### src/rtl/quadrature_decoder.sv
`default_nettype none
// ============================================================================
// Module   : quadrature_decoder
// Brief    : Synchronised, glitch-filtered quadrature decoder producing step /
//            direction strobes with illegal-transition detection and counting.
// Revision : 1.0
// ============================================================================
module quadrature_decoder #(
    parameter int FILTER_LEN = 4,
    parameter int ERR_W      = 8
) (
    input  logic             clk,
    input  logic             reset,
    input  logic             quad_a,
    input  logic             quad_b,
    input  logic             en,
    output logic             step,
    output logic             up_down,
    output logic             err,
    output logic [ERR_W-1:0] err_count
);

    localparam int INIT_LEN = FILTER_LEN + 2;
    localparam int CNT_W    = (FILTER_LEN > 1) ? $clog2(FILTER_LEN) : 1;
    localparam int INIT_W   = $clog2(INIT_LEN + 1);
    localparam logic [CNT_W-1:0]  CNT_MAX   = CNT_W'(FILTER_LEN - 1);
    localparam logic [INIT_W-1:0] INIT_LAST = INIT_W'(INIT_LEN - 1);

    typedef enum logic [0:0] {
        ST_INIT = 1'b0,
        ST_RUN  = 1'b1
    } state_t;

    state_t state;
    state_t next_state;

    logic             a_m, a_s, b_m, b_s;
    logic             a_f, b_f;
    logic [CNT_W-1:0] cnt_a, cnt_b;
    logic [INIT_W-1:0] init_cnt;
    logic [1:0]       prev;
    logic [1:0]       cur;
    logic             init_last;
    logic             is_up, is_down, is_dbl;
    logic             step_d, err_d, dir_d;

    assign cur       = {a_f, b_f};
    assign init_last = (init_cnt == INIT_LAST);

    always_ff @(posedge clk) begin
        if (reset) begin
            state <= ST_INIT;
        end else begin
            state <= next_state;
        end
    end

    always_comb begin
        next_state = state;
        is_up      = 1'b0;
        is_down    = 1'b0;
        is_dbl     = 1'b0;
        step_d     = 1'b0;
        err_d      = 1'b0;
        dir_d      = up_down;
        case (state)
            ST_INIT: begin
                if (init_last) begin
                    next_state = ST_RUN;
                end
            end
            ST_RUN: begin
                // Transition table indexed by {prev, cur}; Gray order 00-01-11-10 is up.
                case ({prev, cur})
                    4'b00_01, 4'b01_11, 4'b11_10, 4'b10_00: is_up   = 1'b1;
                    4'b00_10, 4'b10_11, 4'b11_01, 4'b01_00: is_down = 1'b1;
                    4'b00_11, 4'b11_00, 4'b01_10, 4'b10_01: is_dbl  = 1'b1;
                    default: ;
                endcase
                step_d = en & (is_up | is_down);
                err_d  = en & is_dbl;
                if (step_d) begin
                    dir_d = is_up;
                end
            end
            default: next_state = ST_INIT;
        endcase
    end

    always_ff @(posedge clk) begin
        if (reset) begin
            a_m       <= 1'b0;
            a_s       <= 1'b0;
            b_m       <= 1'b0;
            b_s       <= 1'b0;
            a_f       <= 1'b0;
            b_f       <= 1'b0;
            cnt_a     <= '0;
            cnt_b     <= '0;
            init_cnt  <= '0;
            prev      <= 2'b00;
            step      <= 1'b0;
            err       <= 1'b0;
            up_down   <= 1'b1;
            err_count <= '0;
        end else begin
            a_m     <= quad_a;
            a_s     <= a_m;
            b_m     <= quad_b;
            b_s     <= b_m;
            step    <= step_d;
            err     <= err_d;
            up_down <= dir_d;
            if (err_d && (err_count != '1)) begin
                err_count <= err_count + ERR_W'(1);
            end

            if (state == ST_INIT) begin
                // Filter bypassed while the pins settle so RUN starts from the true level.
                a_f      <= a_s;
                b_f      <= b_s;
                cnt_a    <= '0;
                cnt_b    <= '0;
                init_cnt <= init_cnt + INIT_W'(1);
                if (init_last) begin
                    prev <= {a_s, b_s};
                end
            end else begin
                prev <= cur;

                if (a_s == a_f) begin
                    cnt_a <= '0;
                end else if (cnt_a == CNT_MAX) begin
                    a_f   <= a_s;
                    cnt_a <= '0;
                end else begin
                    cnt_a <= cnt_a + CNT_W'(1);
                end

                if (b_s == b_f) begin
                    cnt_b <= '0;
                end else if (cnt_b == CNT_MAX) begin
                    b_f   <= b_s;
                    cnt_b <= '0;
                end else begin
                    cnt_b <= cnt_b + CNT_W'(1);
                end
            end
        end
    end

endmodule
`default_nettype wire

### config.mk
export PLATFORM = sky130hd
export DESIGN_NAME = quadrature_decoder
export DESIGN_NICKNAME = d
export VERILOG_FILES = /design/src/rtl/quadrature_decoder.sv
export SDC_FILE = /design/constraint.sdc
export NUM_CORES = 1
export LEC_CHECK = 0
export ABC_AREA = 0
export CORE_MARGIN = 3
export CORE_UTILIZATION = 47
export DETAILED_ROUTE_END_ITERATION = 10
export PLACE_DENSITY = 0.76
export SLEW_MARGIN = 20
export SYNTH_ARGS = -nofsm -noshare
export SYNTH_HDL_FRONTEND = slang
export SYNTH_SLANG_ARGS = --single-unit
### constraint.sdc
create_clock -name clk -period 1.7 [get_ports clk]
set_input_delay 0.17 -clock clk [delete_from_list [all_inputs] [get_ports clk]]
set_output_delay 0.17 -clock clk [all_outputs]
set_load 0.02 [all_outputs]
==> results of run 1 <==
final cells by class:
| type | instances | area [sq um] |
|---|---|---|
| Clock buffer | 3 | 22.5 |
| Tap cell | 28 | 35.0 |
| Sequential cell | 27 | 541 |
| Clock inverter | 1 | 5.00 |
| Multi-Input combinational cell | 89 | 594 |
| Fill cell | 204 | 857 |
| Timing Repair Buffer | 23 | 210 |
| Inverter | 3 | 11.3 |
power groups by stage:
| stage | clock (mW) | combinational, mW | sequential (mW) |
|---|---|---|---|
| 6_report | 0.282 | 0.0771 | 0.660 |
| 5_1_grt | 0.313 | 0.0862 | 0.663 |
| 4_1_cts | 0.292 | 0.0780 | 0.660 |
| 3_5_place_dp | 0 | 0.0772 | 0.674 |
| 3_3_place_gp | 0 | 0.0733 | 0.673 |
| 2_1_floorplan | 0 | 0.0516 | 0.671 |
cell usage in the layout (no fill, tap or decap), types with 3 or more instances in the layout:
cell              n
xnor2_1           5
nor2b_1           6
nand2_1          11
buf_4             8
or4_1             4
mux2i_1           5
ha_1              5
nor3_1            3
clkbuf_4          3
o31ai_1           3
nor2_1           13
dfxtp_1          27
inv_1             3
clkdlybuf4s50_1  15
xor2_1            4
nand2b_1          3
a21oi_1           8
through the flow:
stage / setup WS (ps) / hold WS, ps / util
global placement: -248 / 415 / 0.602
floorplan: 5.12 / 298 / -
finish: 50.7 / 373 / 0.623
CTS: 57.9 / 366 / 0.618
global route: 2.25 / 370 / 0.623
detailed placement: -357 / 425 / 0.602
synth_stat cells:
library cell   n  share of area
dfxtp_1       27           0.47
nor2_1        13          0.042
nand2_1       11          0.036
a21oi_1        8          0.034
nor2b_1        6          0.032
ha_1           5          0.054
mux2i_1        5          0.043
xnor2_1        5          0.038
nor3_1         4          0.017
or4_1          4          0.026
xor2_1         4          0.030
clkbuf_1       3         0.0097
inv_1          3         0.0097
nand2b_1       3          0.016
o31ai_1        3          0.019
or3_1          3          0.016
buf_2          2         0.0086
nand3_1        2         0.0086
nor4_1         2          0.011
o21ai_0        2         0.0086
o311ai_0       2          0.015
o41ai_1        2          0.015
a21o_1         1         0.0065
a31oi_1        1         0.0054
and3_1         1         0.0054
buf_1          1         0.0032
buf_4          1         0.0065
clkbuf_2       1         0.0043
o211a_1        1         0.0086
or2_2          1         0.0054
metal layers:
metal	wire length (um)	part of all wire	vias to the layer above
li1	-	-	477
met1	1040	0.45	448
met2	1150	0.50	24
met3	97	0.042	5
met4	34	0.015	0
met5	0	0	-
sequential cells by signal (all words and copies together) (netlist names), 2 cells and up:
name,count
cnt_b,2
cnt_a,2
prev,2
init_cnt,3
err_count,8
cells by family (layout without fill, tap and decap cells):
logic type                 count (synthesis)  after routing  share of synthesized area
muxes                                      5              5                     0.0431
DFF                                       27             27                      0.465
and+or+nand+nor                           50             50                      0.215
AOI/OAI and AO/OA                         20             20                      0.113
adders and majority gates                  5              5                     0.0538
xor gates and xnor gates                   9              9                     0.0678
buffers and inverters                     11             30                     0.0420
worst max-delay path: stages (launching register included):
cell and delay [ps]:
dfxtp_1 350, xnor2_1 130, or3_4 430, or4_1 530, a21oi_1 160
timing repair:
action,in CTS,in global routing
pin swaps,0,1
setup endpoints to repair,6,7
resized for setup,3,3
worst max-delay path by stage:
| stage | start | endpoint | slack (ps) | cells after the start |
|---|---|---|---|---|
| floorplan | b_f | err_count[2] | 5 | 7 |
| global placement | en | err_count[2] | -250 | 6 |
| detailed placement | en | err_count[2] | -360 | 6 |
| CTS | prev[0] | err_count[5] | 60 | 4 |
| global route | b_f | err_count[3] | 2 | 4 |
| finish | b_f | err_count[5] | 50 | 4 |
==> impl_metrics.env, run 1 <==
export IMPL_endpoint_kind="flop"
export IMPL_synth_area_per_cell_sq_um=9.15
export IMPL_cts_buffer_depth=2
export IMPL_tritoncts_num_buffers=3
export IMPL_netlist_cell_type_count=30
export IMPL_core_rowCount=17
export IMPL_clock_power_share=0.277
export IMPL_final_setup_viol_count=0
export IMPL_synthesis_instances=127
export IMPL_setup_reg_to_reg_worst_slack_ps=50
export IMPL_critPathArrivalTime_ps=1920
export IMPL_vdd_ir_drop_max_v=0.000385
export IMPL_routabilityCongestion=0.760
export IMPL_timing_reg2reg_worst_path_depth=4
export IMPL_tightest_slew_ps=351
export IMPL_seq_power_share=0.648
export IMPL_grt_busiest_layer="met2"
export IMPL_maxCapViolCount=0
export IMPL_startpoint_type="flop"
export IMPL_chipHeight_um=55.7
export IMPL_fp_dieW_um=55.7
export IMPL_grt_first_pass_wirelength_um=4170
export IMPL_critPathRequiredTime_ps=1970
export IMPL_clk_transition_reported_paths_ps=140
export IMPL_hold_viol_final=0
export IMPL_fin_cells=174
export IMPL_placement_io_buffers=15
export IMPL_hpwlAfterDp_um=1700
export IMPL_buffer_cell_driving_the_clock_tree_root="clkbuf_4"
export IMPL_worst_skew_pair_late_latency_ps=330
export IMPL_grt_met1_usage=0.201
export IMPL_min_delay_path_depth=2
export IMPL_finalMaxSlewViolations=0
export IMPL_grt_total_usage=0.161
export IMPL_post_cts_setup_buffer_count=0
export IMPL_final_min_clock_period_ps=1650
export IMPL_synthesis_yosys_warnings=0
export IMPL_clock_fmax_mhz=606
export IMPL_drtAntennaViolNets=0
export IMPL_final_design_area_no_fill_sq_mm=0.00142
export IMPL_first_global_vias=983
export IMPL_initial_core_utilization=0.511
export IMPL_placed_cell_area_sq_mm=0.00137
export IMPL_sw_power_mw=0.244
export IMPL_htree_levels=1
export IMPL_outcome="finished clean"
export IMPL_number_of_antenna_violations_at_the_first_check_in_global_routing=0
export IMPL_detailroute_via_count=954
export IMPL_grt_use_met2=0.275
export IMPL_layout_drive_gt1_share=0.110
export IMPL_power_density_mw_per_mm2=718
export IMPL_hold_buffers=0
export IMPL_timing_setup_tns_ps=0
export IMPL_cp_max_fo=8
export IMPL_die_area_sq_mm=0.00311
export IMPL_drt_iter0_markers=18
export IMPL_skew_ps=2.08
export IMPL_worstHoldEndpoint="b_m"
export IMPL_synth_seq_cells=27
export IMPL_unrepaired_setup_endpoints_after_global_routing="no"
export IMPL_critical_path_class="flop to flop"
export IMPL_crit_reg2reg_launch="b_f"
export IMPL_post_synthesis_instance_area_sq_mm=0.00116
export IMPL_overall_power_mw=1.02
export IMPL_swShare=0.240
export IMPL_clock_sinks=27
export IMPL_finalWirelength_um=2320
export IMPL_max_slew_margin_rel=0.766
export IMPL_core_sq_mm=0.00228
export IMPL_grt_overflow_total=0
export IMPL_number_of_antenna_diodes=0
export IMPL_global_route_usage_met3=0.0302
export IMPL_hold_start="quad_b"
export IMPL_final_net_count=157
export IMPL_timing_hold_worst_class="input pin to flop"
export IMPL_cellInternalPower_mw=0.775
export IMPL_net_count_of_the_mapped_netlist=137
export IMPL_syn2layout_area_growth_pct=22.1
export IMPL_route_detailed_wl_per_inst_um=13.3
export IMPL_grt_max_degree=16
export IMPL_min_period_over_period=0.970
export IMPL_power_leakage_nw=0.573
export IMPL_ys_seq_area_frac=0.465
export IMPL_detail_route_vias_per_cell=5.48
export IMPL_combinationalPowerShare=0.076
export IMPL_dp_cells=170
export IMPL_cts_tree="done"
export IMPL_i_o_pin_count=16
export IMPL_r2r_end="err_count[5]"
export IMPL_remaining_drc_errors=0
export IMPL_first_pass_iters=4
Power figures use the tool's default switching activity.
==> run 2: changes to the inputs <==
REMOVE_ABC_BUFFERS = 1   (was default)
==> run 2 against run 1 <==
Effect of this change:
- core utilization is 0.44 points higher
- non-clock buffer count is 2 higher
- first-iteration DRC count is 5.6% higher
- clock skew is 6.9 ps higher
- die area stayed put
- maximum frequency is 0.35% higher
- via count is 4.3% lower
- sequential share of layout area hardly changed
- critical endpoint is now err_count[6]
==> impl_metrics.env, run 2 (synthesis gave the netlist of run 1 again) <==
export IMPL_grt_total_usage=0.154
export IMPL_post_cts_setup_buffer_count=0
export IMPL_largest_register="err_count"
export IMPL_finalWirelength_um=2210
export IMPL_buffer_cell_driving_the_clock_tree_root="clkbuf_4"
export IMPL_first_global_vias=873
export IMPL_fin_cells=176
export IMPL_fp_dieW_um=55.7
export IMPL_skew_ps=9.00
export IMPL_commonest_non_fill_non_tap_cells_in_the_layout="dfxtp_1, clkdlybuf4s50_1, nor2_1, nand2_1, buf_4"
export IMPL_cp_max_fo=8
export IMPL_placed_cell_area_sq_mm=0.00139
export IMPL_final_min_clock_period_ps=1640
export IMPL_max_slew_margin_rel=0.742
export IMPL_vdd_ir_drop_max_v=0.000458
export IMPL_worst_skew_pair_late_latency_ps=330
export IMPL_crit_reg2reg_launch="prev[0]"
export IMPL_layout_drive_gt1_share=0.135
export IMPL_dp_cells=172
export IMPL_hpwlAfterDp_um=1590
export IMPL_drt_iter0_markers=19
export IMPL_maxCapViolCount=0
export IMPL_setup_worst_path_end="err_count[6]"
export IMPL_detailroute_via_count=913
export IMPL_number_of_antenna_diodes=0
export IMPL_i_o_pin_count=16
export IMPL_final_design_area_no_fill_sq_mm=0.00143
export IMPL_timing_reg2reg_worst_path_depth=4
export IMPL_final_setup_viol_count=0
export IMPL_worst_hold_margin_ps=389
export IMPL_core_sq_mm=0.00228
export IMPL_critPathArrivalTime_ps=1890
export IMPL_largest_register_ffs=8
export IMPL_initial_core_utilization=0.511
export IMPL_timing_startpoint_of_the_critical_path="prev[0]"
export IMPL_final_net_count=159
export IMPL_hold_buffers=0
export IMPL_first_pass_iters=4
export IMPL_tightest_slew_ps=387
export IMPL_number_of_antenna_violations_at_the_first_check_in_global_routing=0
export IMPL_route_detailed_wl_per_inst_um=12.5
export IMPL_startpoint_type="flop"
export IMPL_remaining_drc_errors=0
export IMPL_endpoint_kind="flop"
export IMPL_detail_route_vias_per_cell=5.19
export IMPL_grt_first_pass_wirelength_um=3810
export IMPL_placement_io_buffers=15
export IMPL_grt_overflow_total=0
export IMPL_syn2layout_area_growth_pct=22.9
export IMPL_finalMaxSlewViolations=0
export IMPL_outcome="finished clean"
export IMPL_htree_levels=1
export IMPL_critPathRequiredTime_ps=1940
export IMPL_mostFrequentLayoutCell="dfxtp_1"
export IMPL_tritoncts_num_buffers=3
export IMPL_die_area_sq_mm=0.00311
export IMPL_cts_tree="done"
export IMPL_overall_power_mw=1.01
export IMPL_power_leakage_nw=0.567
export IMPL_setup_reg_to_reg_worst_slack_ps=60
export IMPL_r2r_end="err_count[6]"
export IMPL_clk_transition_reported_paths_ps=140
export IMPL_critical_path_class="flop to flop"
export IMPL_timing_hold_worst_class="input pin to flop"
export IMPL_clock_fmax_mhz=608
export IMPL_hold_viol_final=0
export IMPL_clock_sinks=27
export IMPL_cts_buffer_depth=2
export IMPL_chipHeight_um=55.7
export IMPL_unrepaired_setup_endpoints_after_global_routing="no"
export IMPL_leading_registers_by_flop_count="err_count: 8 flops, init_cnt: 3 flops"
export IMPL_grt_max_degree=16
export IMPL_power_density_mw_per_mm2=710
export IMPL_core_rowCount=17
export IMPL_drtAntennaViolNets=0
export IMPL_final_core_util=0.628
export IMPL_routabilityCongestion=0.847
export IMPL_min_period_over_period=0.967
[run 2: stage by stage]
stage	worst slack, ps	TNS [ps]
CTS	54.0	0
global placement	-268	-1710
floorplan	-207	-896
detailed placement	-361	-2170
finish	56.5	0
global route	11.9	0
[run 2: report_power, final]
group | leakage [nW] | internal (mW) | switching (mW) | total (mW)
combinational | 0.331 | 0.0379 | 0.0390 | 0.0770
clock | 0.0150 | 0.0920 | 0.186 | 0.278
sequential | 0.221 | 0.649 | 0.0107 | 0.659
[run 2: routing by layer]
metal	routed length (um)	up-vias	track usage	part of all wire
met3	84	5	0.0348	0.038
met5	0	-	0	0
li1	-	478	-	-
met1	1070	414	0.193	0.49
met2	999	16	0.245	0.45
met4	51	0	0.0833	0.023
[run 2: timing repair]
item / CTS / global route
endpoints found under the hold margin: 0 / 0
resized for setup: 2 / 6
endpoints found under the setup margin: 5 / 4
[run 2: worst min-delay path by stage]
stage                         from      endpoint  slack [ps]  depth (start not counted)
final                       quad_b           b_m         390                          2
after global routing        quad_b           b_m         380                          2
after CTS                   quad_b           b_m         380                          2
after detailed placement  cnt_b[0]      cnt_b[0]         430                          1
after global placement    cnt_b[0]      cnt_b[0]         410                          1
after floorplan              reset  err_count[0]         240                          1
[run 2: final cells by class]
| cell class | instances | area [sq um] |
|---|---|---|
| multi-input combinational | 89 | 587 |
| fill | 186 | 847 |
| clock buffer | 4 | 26.3 |
| sequential | 27 | 544 |
| tap | 28 | 35.0 |
| inverter | 3 | 11.3 |
| timing repair buffer | 25 | 225 |
[run 2: worst max-delay path, cell delays in order (launching register included)]
cell and delay, ps:
dfxtp_2 350, xnor2_1 110, or3_4 430, or4_1 530, o211a_1 140
==> run 3: changes to the inputs <==
CORE_UTILIZATION = 54   (was 47)
DONT_BUFFER_PORTS = 1   (was default)
PLACE_DENSITY = 0.75   (was 0.76)
==> run 3 against run 2 <==
Effect of this change:
- worst hold slack lost 380 ps
- core utilization grew 4.5 points
- count of clock-buffer cells in the layout shrank 1
- flip-flop and latch count is the same
- sequential power is essentially flat
- register-to-register slack is essentially flat
- via count shrank 0.44%
- highest routed layer unchanged
- worst setup slack gained 6.1 ps
- sequential share of layout area grew 2.3 points
- total power shrank 0.40%
- final cell count shrank 5.1%
==> impl_metrics.env, run 3 (synthesis gave the netlist of run 1 again) <==
export IMPL_grt_overflow_total=0
export IMPL_timing_reg2reg_worst_path_depth=4
export IMPL_chipHeight_um=52.4
export IMPL_combinationalPowerShare=0.069
export IMPL_first_global_vias=884
export IMPL_buffer_cell_driving_the_clock_tree_root="clkbuf_4"
export IMPL_sw_power_mw=0.239
export IMPL_clock_power_share=0.278
export IMPL_detail_route_vias_per_cell=5.44
export IMPL_number_of_antenna_violations_at_the_first_check_in_global_routing=0
export IMPL_hpwlAfterDp_um=1560
export IMPL_wl_met2_um=1120
export IMPL_worst_path_buf_inv=0
export IMPL_hold_viol_final=0
export IMPL_finalMaxSlewViolations=0
export IMPL_core_sq_mm=0.00200
export IMPL_vdd_ir_drop_max_v=0.000742
export IMPL_drtAntennaViolNets=0
export IMPL_cellInternalPower_mw=0.772
export IMPL_grt_max_degree=20
export IMPL_initial_core_utilization=0.581
export IMPL_min_delay_path_depth=3
export IMPL_multi_input_comb_area_sq_um=591
export IMPL_drt_iter0_markers=8
export IMPL_final_core_util=0.673
export IMPL_routabilityCongestion=0.781
export IMPL_power_density_mw_per_mm2=750
export IMPL_syn2layout_area_growth_pct=15.9
export IMPL_cts_tree="done"
export IMPL_commonest_non_fill_non_tap_cells_in_the_layout="dfxtp_1, nor2_1, buf_4, nand2_1"
export IMPL_remaining_drc_errors=0
export IMPL_tritoncts_num_buffers=3
export IMPL_mostFrequentLayoutCell="dfxtp_1"
export IMPL_first_pass_iters=4
export IMPL_critPathRequiredTime_ps=1960
export IMPL_outcome="finished clean"
export IMPL_final_setup_viol_count=0
export IMPL_worst_skew_pair_late_latency_ps=320
export IMPL_number_of_antenna_diodes=0
export IMPL_swShare=0.236
export IMPL_tightest_slew_ps=744
export IMPL_detailroute_via_count=909
export IMPL_wl_met3_um=71
export IMPL_layout_area_seq_sq_um=544
export IMPL_cts_buffer_depth=2
export IMPL_htree_levels=1
export IMPL_seq_power_share=0.653
export IMPL_timing_hold_worst_class="input pin to flop"
export IMPL_skew_ps=2.77
export IMPL_finalWirelength_um=2210
export IMPL_cp_slowest_stage_delay_ps=540
export IMPL_critical_path_class="flop to flop"
export IMPL_grt_first_pass_wirelength_um=3760
export IMPL_maxCapViolCount=0
export IMPL_die_area_sq_mm=0.00275
export IMPL_largest_register="err_count"
export IMPL_clock_sinks=27
export IMPL_clock_fmax_mhz=611
export IMPL_route_detailed_wl_per_inst_um=13.2
export IMPL_wl_met1_um=990
export IMPL_min_period_over_period=0.963
export IMPL_critPathArrivalTime_ps=1900
export IMPL_setup_reg_to_reg_worst_slack_ps=60
export IMPL_fp_dieW_um=52.4
export IMPL_clk_transition_reported_paths_ps=150
export IMPL_placed_cell_area_sq_mm=0.00126
export IMPL_final_design_area_no_fill_sq_mm=0.00135
export IMPL_i_o_pin_count=16
export IMPL_core_rowCount=16
export IMPL_final_net_count=151
export IMPL_top_layer_used="met4"
export IMPL_layout_drive_gt1_share=0.179
export IMPL_max_slew_margin_rel=0.502
export IMPL_largest_register_ffs=8
export IMPL_fillers=165
export IMPL_final_min_clock_period_ps=1640
export IMPL_hold_start="reset"
export IMPL_leading_registers_by_flop_count="err_count: 8 flops, init_cnt: 3 flops"
export IMPL_placement_io_buffers=0
export IMPL_cp_max_fo=8
export IMPL_critical_path_cell_list="xnor2_1 > or3_4 > or4_1 > a21oi_2"
export IMPL_startpoint_type="flop"
export IMPL_grt_total_usage=0.181
export IMPL_r2r_end="err_count[4]"
export IMPL_critical_path_slowest_cell="or4_1"
export IMPL_crit_reg2reg_launch="prev[1]"
export IMPL_power_leakage_nw=0.545
export IMPL_endpoint_kind="flop"
export IMPL_timing_setup_tns_ps=0
export IMPL_worstHoldEndpoint="cnt_a[1]"
export IMPL_critPathTopFamily="simple AND/OR/NAND/NOR gates"
[run 3: cell count changes in the layout (fill, tap and decap cells not counted), sizes merged]
cell,previous run,this run
dlygate4sd3,0,4
clkbuf,4,3
clkinvlp,0,1
buf,10,13
clkdlybuf4s50,15,0
[run 3: what timing repair did]
| action | in CTS | in global routing |
|---|---|---|
| setup endpoints to repair | 2 | 6 |
| pin swaps | 0 | 1 |
| endpoints found under the hold margin | 20 | 0 |
| hold buffers | 4 | 0 |
| gates resized for setup | 1 | 8 |
| setup buffers | 0 | 0 |
[run 3: power by group through the flow]
stage,clock network [mW],registers (mW),logic (mW)
5_1_grt,0.307,0.662,0.0802
2_1_floorplan,0,0.674,0.0403
6_report,0.280,0.660,0.0698
3_5_place_dp,0,0.674,0.0551
3_3_place_gp,0,0.672,0.0528
4_1_cts,0.286,0.660,0.0694
[run 3: layout make-up]
class	instances	share of cell area
Sequential cell	27	0.404
Timing Repair Buffer	17	0.102
Multi-Input combinational cell	89	0.438
Inverter	3	0.00836
Tap cell	27	0.0251
Clock buffer	3	0.0167
Clock inverter	1	0.00557
[run 3: worst register-to-register path: stages (launching register included)]
cell     delay (ps)
dfxtp_1         410
xnor2_1         100
or3_4           380
or4_1           540
a21oi_2         150
[run 3: how the worst max path moves through the flow]
stage	slack (ps)	cells after the start	endpoint	start
2_1_floorplan	-210	4	err_count[6]	state
6_report	60	4	err_count[4]	prev[1]
4_1_cts	40	6	err_count[5]	err_count[0]
3_5_place_dp	5	5	err_count[2]	prev[0]
5_1_grt	-10	5	err_count[7]	prev[1]
3_3_place_gp	40	4	err_count[6]	prev[0]
[run 3: metrics by stage]
stage,hold WS [ps],std cells,setup WS [ps],power [mW]
2_1_floorplan,239,119,-207,0.715
3_3_place_gp,244,159,36.7,0.725
3_5_place_dp,244,159,4.60,0.729
4_1_cts,4.48,167,39.1,1.02
5_1_grt,6.21,167,-14.3,1.05
6_report,9.69,167,62.6,1.01
[run 3: routing by layer]
| layer | global-route usage | vias up |
|---|---|---|
| met4 | 0.0766 | 0 |
| met2 | 0.308 | 17 |
| met5 | 0 | - |
| met3 | 0.0256 | 4 |
| met1 | 0.225 | 424 |
| li1 | - | 464 |
